--- src/rtl/wb_mc_arbiter.sv ---
// wb_mc_arbiter: N-master Wishbone arbiter in front of the memory controller
// slave port. One master owns the bus for a whole cyc tenure. A watchdog
// terminates cycles that the slave never acknowledges.
module wb_mc_arbiter #(
    parameter int NUM_MASTERS = 4,
    parameter int DW          = 32,
    parameter int AW          = 32,
    parameter int TIMEOUT     = 255,
    parameter int PRIO_MODE   = 0
) (
    input  logic                        clk_i,
    input  logic                        rst_i,
    input  logic [NUM_MASTERS-1:0]      m_cyc_i,
    input  logic [NUM_MASTERS-1:0]      m_stb_i,
    input  logic [NUM_MASTERS-1:0]      m_we_i,
    input  logic [NUM_MASTERS*AW-1:0]   m_addr_i,
    input  logic [NUM_MASTERS*DW-1:0]   m_data_i,
    input  logic [NUM_MASTERS*DW/8-1:0] m_sel_i,
    output logic [DW-1:0]               m_data_o,
    output logic [NUM_MASTERS-1:0]      m_ack_o,
    output logic [NUM_MASTERS-1:0]      m_err_o,
    output logic                        s_cyc_o,
    output logic                        s_stb_o,
    output logic                        s_we_o,
    output logic [AW-1:0]               s_addr_o,
    output logic [DW-1:0]               s_data_o,
    output logic [DW/8-1:0]             s_sel_o,
    input  logic [DW-1:0]               s_data_i,
    input  logic                        s_ack_i,
    input  logic                        s_err_i,
    output logic [NUM_MASTERS-1:0]      gnt_o,
    output logic                        timeout_o
);

    localparam int SW = DW / 8;
    localparam int IW = $clog2(NUM_MASTERS);
    localparam int WW = (TIMEOUT > 0) ? $clog2(TIMEOUT + 1) : 1;

    typedef enum logic [1:0] {
        ST_IDLE,
        ST_BUSY,
        ST_DRAIN
    } state_t;

    state_t                 state_q;
    logic [NUM_MASTERS-1:0] gnt_q;
    logic [IW-1:0]          gidx_q;
    logic [IW-1:0]          rr_ptr_q;
    logic [WW-1:0]          wdog_q;

    logic [IW-1:0] win_idx;
    logic          win_found;
    int            cand;
    logic [IW-1:0] cand_idx;

    logic          busy;
    logic          g_cyc;
    logic          g_stb;
    logic          stall;
    logic          wdog_full;
    logic          fire;
    logic [IW-1:0] next_ptr;

    // Winner search: rotate from rr_ptr in round-robin mode, from 0 in fixed-priority mode.
    always_comb begin
        win_idx   = '0;
        win_found = 1'b0;
        cand      = 0;
        cand_idx  = '0;
        for (int i = 0; i < NUM_MASTERS; i++) begin
            cand = (PRIO_MODE != 0) ? i : int'(rr_ptr_q) + i;
            if (cand >= NUM_MASTERS) begin
                cand = cand - NUM_MASTERS;
            end
            cand_idx = IW'(cand);
            if (!win_found && m_cyc_i[cand_idx]) begin
                win_found = 1'b1;
                win_idx   = cand_idx;
            end
        end
    end

    // Granted master's request view and the watchdog trip condition.
    always_comb begin
        busy      = (state_q == ST_BUSY);
        g_cyc     = m_cyc_i[gidx_q];
        g_stb     = g_cyc & m_stb_i[gidx_q];
        stall     = busy & g_stb & ~s_ack_i & ~s_err_i;
        wdog_full = (TIMEOUT > 0) && (wdog_q == WW'(TIMEOUT));
        fire      = stall & wdog_full;
        next_ptr  = (gidx_q == IW'(NUM_MASTERS - 1)) ? '0 : gidx_q + 1'b1;
    end

    // Slave-side mux: only a BUSY tenure drives the slave; the trip cycle drops cyc/stb.
    always_comb begin
        s_cyc_o   = busy & g_cyc & ~fire;
        s_stb_o   = busy & g_stb & ~fire;
        s_we_o    = busy & m_we_i[gidx_q];
        s_addr_o  = busy ? m_addr_i[gidx_q*AW +: AW] : '0;
        s_data_o  = busy ? m_data_i[gidx_q*DW +: DW] : '0;
        s_sel_o   = busy ? m_sel_i[gidx_q*SW +: SW] : '0;
        m_data_o  = busy ? s_data_i : '0;
        timeout_o = fire;
    end

    // Slave responses reach only the granted master; DRAIN swallows them.
    generate
        for (genvar gi = 0; gi < NUM_MASTERS; gi++) begin : g_resp
            assign m_ack_o[gi] = busy & gnt_q[gi] & s_ack_i;
            assign m_err_o[gi] = busy & gnt_q[gi] & (s_err_i | fire);
        end
    endgenerate

    assign gnt_o = gnt_q;

    // Arbitration FSM: grant, tenure tracking, watchdog count and round-robin pointer.
    always_ff @(posedge clk_i or posedge rst_i) begin
        if (rst_i) begin
            state_q  <= ST_IDLE;
            gnt_q    <= '0;
            gidx_q   <= '0;
            rr_ptr_q <= '0;
            wdog_q   <= '0;
        end else begin
            case (state_q)
                ST_IDLE: begin
                    wdog_q <= '0;
                    if (win_found) begin
                        gnt_q   <= {{(NUM_MASTERS-1){1'b0}}, 1'b1} << win_idx;
                        gidx_q  <= win_idx;
                        state_q <= ST_BUSY;
                    end
                end
                ST_BUSY: begin
                    if (!g_cyc) begin
                        state_q  <= ST_IDLE;
                        gnt_q    <= '0;
                        rr_ptr_q <= next_ptr;
                        wdog_q   <= '0;
                    end else if (fire) begin
                        state_q <= ST_DRAIN;
                        wdog_q  <= '0;
                    end else if (stall && (TIMEOUT > 0)) begin
                        wdog_q <= wdog_q + 1'b1;
                    end else begin
                        wdog_q <= '0;
                    end
                end
                ST_DRAIN: begin
                    wdog_q <= '0;
                    if (!g_cyc) begin
                        state_q  <= ST_IDLE;
                        gnt_q    <= '0;
                        rr_ptr_q <= next_ptr;
                    end
                end
                default: begin
                    state_q <= ST_IDLE;
                    gnt_q   <= '0;
                    wdog_q  <= '0;
                end
            endcase
        end
    end

endmodule
--- config.mk ---
export PLATFORM = sky130hd
export DESIGN_NAME = wb_mc_arbiter
export DESIGN_NICKNAME = d
export VERILOG_FILES = /design/src/rtl/wb_mc_arbiter.sv
export SDC_FILE = /design/constraint.sdc
export NUM_CORES = 1
export LEC_CHECK = 0
export BUFFER_PORTS_ARGS = -buffer_cell sky130_fd_sc_hd__buf_2
export CAP_MARGIN = 15
export CORE_AREA = 2 2 171 173
export CTS_BUF_LIST = sky130_fd_sc_hd__clkbuf_8
export CTS_CLUSTER_SIZE = 30
export DETAILED_ROUTE_END_ITERATION = 12
export DIE_AREA = 0 0 173 175
export GPL_TIMING_DRIVEN = 1
export PLACE_DENSITY = 0.35
export SKIP_LAST_GASP = 1
export SLEW_MARGIN = 20
export SYNTH_ARGS = -nofsm -noshare
export SYNTH_HDL_FRONTEND = slang
export SYNTH_SLANG_ARGS = --single-unit
--- constraint.sdc ---
create_clock -name clk_i -period 2.1 [get_ports clk_i]
set_input_delay 0.42 -clock clk_i [delete_from_list [all_inputs] [get_ports clk_i]]
set_output_delay 0.42 -clock clk_i [all_outputs]
set_load 0.005 [all_outputs]
## After elaboration in Yosys (flattened, before gate mapping)

Index checks and enable logic that the tools add are counted.

- Magnitude comparators: 9
- Equal/unequal tests: 8
- Shifts and indexed selects: 4
- Add/subtract/negate cells: 9
- Multiply operators: 0
- Bitwise operators: 26
- Multiplexer cells: 43
- Divide/modulo/power cells: 0
- Reduce and logical (&&, ||, !) cells: 12

Operator list:

| operator | number |
|---|---|
| $shiftx A128 B8 Y32 | 2 |
| $mux W32 | 3 |
| $mux W8 | 4 |
| $mux W2 | 13 |
| $and A1 B1 Y1 | 21 |
| $shiftx A16 B5 Y4 | 1 |
| $lt A2 B3 Y1 const B | 5 |
| $bmux W1 S2 | 7 |
| $mux W4 | 3 |
| $mux W1 | 11 |
| $ge A3 B3 Y1 const B | 3 |
| $add A8 B1 Y8 const B | 1 |
| $eq A8 B8 Y1 const B | 1 |
| $pmux W4 S2 | 1 |
| $sub A2 B1 Y2 const B | 4 |
| $add A2 B2 Y3 const B | 2 |
| $ne A2 B2 Y1 const B | 3 |
| $pmux W2 S3 | 1 |
| $reduce_and A2 Y1 | 3 |
| $eq A2 B2 Y1 const B | 2 |
| $not A1 Y1 | 4 |
| $shl A1 B2 Y4 const A | 1 |
| $add A2 B1 Y3 const B | 1 |
| $ge A2 B3 Y1 const B | 1 |
| 9 further kinds | 13 |

- Bits in read-only memories: 0
- Logic and storage cells: 116
- Output and inout bits: 116
- Register bits after elaboration: 18
- Memories: 0
- Input port bits: 320
- Memory bits (writable): 0
- Bits in latches: 0

## Depth between registers and ports, before layout

- Word-level depth: 17
- Mapped depth: 6
- Gate-level depth less buffers: 6

## Worst setup path after synthesis

Ideal clock, no wire load.

- Kind: flip-flop to output port
- Start: register gidx_q[0]
- End: output port s_stb_o
- Buffers on the path: 1
- Setup slack: 187 ps
- Cell stages (with the launch flop): 6
- Arrival time: 1493 ps
- Cells stage by stage: dfrtp_1 -> buf_6 -> mux4_2 -> and4_1 -> nor2_1 -> and2_1

- Word-level cells in the longest chain between the ends: 9
- Elaborated cells between the ends (all ways): 11
- Those cells by class: mux: 4; bitwise: 7

Ends and longest elaborated chain:

| item | line | RTL |
|---|---|---|
| from (decl) | 47 | `logic [IW-1:0] gidx_q;` |
| from (signal assigned) | 130 | `gidx_q <= win_idx;` |
| $bmux W1 S2, on equally long branches | 86, 87 |  |
| $mux W1, on equally long branches | 86, 87 |  |
| $and A1 B1 Y1 (*) | 87 | `g_stb = g_cyc & m_stb_i[gidx_q];` |
| $and A1 B1 Y1 (*) | 88, 97 |  |
| $and A1 B1 Y1 (2 in a row) | 88 | `stall = busy & g_stb & ~s_ack_i & ~s_err_i;` |
| $and A1 B1 Y1 | 90 | `fire = stall & wdog_full;` |
| $not A1 Y1 | 97 | `s_stb_o = busy & g_stb & ~fire;` |
| $and A1 B1 Y1 (*) | 97 |  |
| to (decl) | 23 | `output logic s_stb_o,` |

Every way passes the cells marked *; elsewhere a longest branch is shown, timed or not. The select of a mux whose other input is x is not followed.

## Worst setup path in the final report

- Start: register gidx_q[0]
- End: output port s_sel_o[2]

- Word-level cells in the longest chain between the ends: 2

Ends and longest elaborated chain:

| item | line | RTL |
|---|---|---|
| $shiftx A16 B5 Y4 | 101 | `s_sel_o = busy ? m_sel_i[gidx_q*SW +: SW] : '0;` |
| $mux W4 | 101 |  |
| to (decl) | 27 | `output logic [DW/8-1:0] s_sel_o,` |

No other way between the ends.

==> flow_metrics.env <==
export IMPL_status="finished with violations"
export IMPL_violations="negative setup slack"
export IMPL_wl_met3_um=1520
export IMPL_ys_types=38
export IMPL_placed_cell_area_um2=6270
export IMPL_final_setup_skew_ns=0.00273
export IMPL_synthSimpleGateAreaFrac_pct=25.7
export IMPL_wl_met2_um=10400
export IMPL_post_route_cell_area_um2=6590
export IMPL_syn_inst=314
export IMPL_setup_worst_path_class="reg2out"
export IMPL_p_sw_uw=2660
export IMPL_pwr_share_comb_pct=87.7
export IMPL_nFillCells=3186
export IMPL_antenna_cells=0
export IMPL_synth_edf_count=0
export IMPL_rsz0062_at_grt="yes"
export IMPL_core_area_um2=28400
export IMPL_timing_hold_ws_ns=0.228
export IMPL_report_final_slew_viol_count=0
export IMPL_fmax_mhz=432
export IMPL_grt_pass1_vias=4749
export IMPL_cp_arrival_ns=1.89
export IMPL_clk_path_buf_depth=2
export IMPL_cts_tree="done"
export IMPL_rows=62
export IMPL_grt_overflow=0
export IMPL_p_int_uw=3920
export IMPL_worst_pin_slew_ns=0.602
export IMPL_critPathLaunch="gidx_q[0]"
export IMPL_htree_num_levels=1
export IMPL_grt_max_degree=79
export IMPL_cts_root_buf="clkbuf_8"
export IMPL_grt_pass1_wl_um=28300
export IMPL_critical_path_slowest_cell="mux4_2"
export IMPL_cts_made_buffers=3
export IMPL_synthMuxAreaShare_pct=48.5
export IMPL_clock_latency_ns=0.25
export IMPL_start_kind="register"
export IMPL_clk_pin_slew_ns=0.07
export IMPL_dp_hpwl_um=17100
export IMPL_synthFlopType="dfrtp_1"
export IMPL_finalCriticalPeriod_ns=2.31
export IMPL_p_seq_share_pct=8.5
export IMPL_synth_avg_cell_area_um2=10.8
export IMPL_hold_class="in2async"
export IMPL_postCtsHoldBufs=0
export IMPL_cp_end_kind="primary output"
export IMPL_dieArea_um2=30300
export IMPL_required_ns=1.68
export IMPL_synth_nets=639
export IMPL_reg2reg_from="gidx_q[0]"
export IMPL_dr_pass1_iters=6
export IMPL_ys_ff_latch=18
export IMPL_multi_input_area_um2=2860
export IMPL_r2r_cells=6
export IMPL_drc=0
export IMPL_vias=4587
export IMPL_cpPeakStageDelay_ns=0.53
export IMPL_synth_compound_area_share_pct=5.43
export IMPL_io_buffers=435
export IMPL_grt_total_usage_pct=11.9
export IMPL_fin_setup_tns_ns=-12.53
export IMPL_clkSinkCount=18
export IMPL_ys_warn_count=0
export IMPL_final_common_cell="buf_2"
export IMPL_top_layer="met4"
export IMPL_syn_to_final_growth_pct=94.6
export IMPL_start_util_pct=11.9
export IMPL_seq_area_um2=458
export IMPL_final_cell_mix="buf_2, and2_1, mux4_2"
export IMPL_worst_slack_ns=-0.213
export IMPL_wl_um=19900
export IMPL_cap_violations=0
export IMPL_crit_top_cell="buf_12"
export IMPL_setup_viol=76
export IMPL_drive_above_1_share_pct=74.9
export IMPL_async_reset_ff_share_pct=100
export IMPL_ir_drop_v=0.000377
export IMPL_clockPowerShare_pct=3.7
export IMPL_antenna_found_initial=0
export IMPL_sw_frac_of_total_pct=40.4
export IMPL_hold_viol=0
export IMPL_synth_top_family_by_area="multiplexers"
export IMPL_postRouteAntennaNets=0
export IMPL_synth_xor_area_share_pct=1.04
export IMPL_die_x_um=173
export IMPL_wl_met1_um=7740
export IMPL_path_max_fanout=10
export IMPL_slew_limit_headroom_pct=59.8
export IMPL_fin_crit_sh_pct=110
export IMPL_yosysSeqAreaShare_pct=13.3
export IMPL_vias_per_cell=3.97
export IMPL_drt_iter0_markers=128
export IMPL_syn_area_um2=3380
export IMPL_place_gp_congestion=0.761
export IMPL_power_leakage_uw=0.00331
export IMPL_boundaryPins=436
export IMPL_synth_fa_ha_area_share_pct=1.85
export IMPL_routedWlPerCell_um=17.3
export IMPL_ff2ff_setup_slack_ns=0.06
export IMPL_cp_cell_sequence="buf_12 -> buf_12 -> mux4_2 -> and2_1 -> buf_2"
export IMPL_nets=1096
export IMPL_p_per_area_nw_per_um2=1000
export IMPL_die_height_um=175
[kinds of logic (layout without fill, tap and decap cells)]
logic type	Yosys count	in the layout
muxes	75	75
DFF	18	18
AOI/OAI and AO/OA	28	28
and+or+nand+nor	151	151
buffers and inverters	33	489
adders and majority gates	5	5
xor gates and xnor gates	4	4
[power groups by stage]
stage | combinational, uW | sequential (uW) | clock [uW]
finish | 5780 | 562 | 246
global route | 6290 | 581 | 278
CTS | 5620 | 569 | 265
detailed placement | 5380 | 576 | 0
global placement | 5410 | 574 | 0
floorplan | 3120 | 498 | 0
[state kept, by name, summed over array words and instances, names as in the netlist]
register	flops
gidx_q	2
rr_ptr_q	2
wdog_q	8
state_q	2
gnt_o	4
[Yosys cell counts (2+ instances only)]
library cell  count  area [um2]
mux2_2            2        22.5
nor2_1           15        56.3
nand2b_1          3        18.8
nand3_1           3        15.0
and2_1          102         638
nand2_1          15        56.3
buf_2             7        35.0
mux4_2           71        1600
o31ai_1           2        15.0
inv_1             5        18.8
o21ai_0           6        30.0
ha_1              5        62.6
xor2_1            3        26.3
and3_1            5        31.3
a21oi_1           8        40.0
and4_1            2        17.5
a32o_1            2        20.0
clkbuf_1         20        75.1
or3_1             2        12.5
dfrtp_1          18         450
[path summary, 6_finish.rpt]
check | endpoint
min | gnt_o[3]
min reg2reg | rr_ptr_q[0]
max reg2reg | state_q[0]
max | s_sel_o[2]
min in group clk_i | rr_ptr_q[0]
max in group asynchronous | wdog_q[3]
[per-stage QoR]
| step | cells | power [uW] | setup slack [ns] | util (%) |
|---|---|---|---|---|
| finish | 1154 | 6590 | -0.213 | 23.2 |
| floorplan | 314 | 3620 | 0.187 | - |
| global placement | 1139 | 5980 | 0.0156 | 22.1 |
| detailed placement | 1139 | 5950 | -0.00405 | 22.1 |
| CTS | 1150 | 6450 | -0.260 | 22.7 |
| global route | 1154 | 7150 | -0.306 | 23.2 |
[layout make-up]
class / instances / area share, %
multi-input cells: 263 / 43.4
repair buffers: 480 / 41.4
well taps: 384 / 7.30
clock buffers: 3 / 0.627
inverters: 5 / 0.285
flip-flops and latches: 18 / 6.95
clock inverters: 1 / 0.0570
[worst max-delay path, delay by kind of cell (launching register included)]
family        cells  cell delay, ns
buf+inv           3            0.44
flops             1            0.48
simple gates      1            0.18
mux               1            0.53
[what timing repair did]
action | 4_1_cts | 5_1_grt
buffers inserted | 7 | 1
endpoints found under the hold margin | 0 | 0
gates cloned | 0 | 3
setup endpoints to repair | 76 | 87
pin swaps | 6 | 6
gates resized for setup | 20 | 13
[per-layer routing]
layer | track usage, % | vias up
met4 | 1.87 | 0
met2 | 21.9 | 283
met1 | 14.6 | 2173
met3 | 2.42 | 16
met5 | 0 | -
li1 | - | 2115
(Power assumes the default switching activity.)
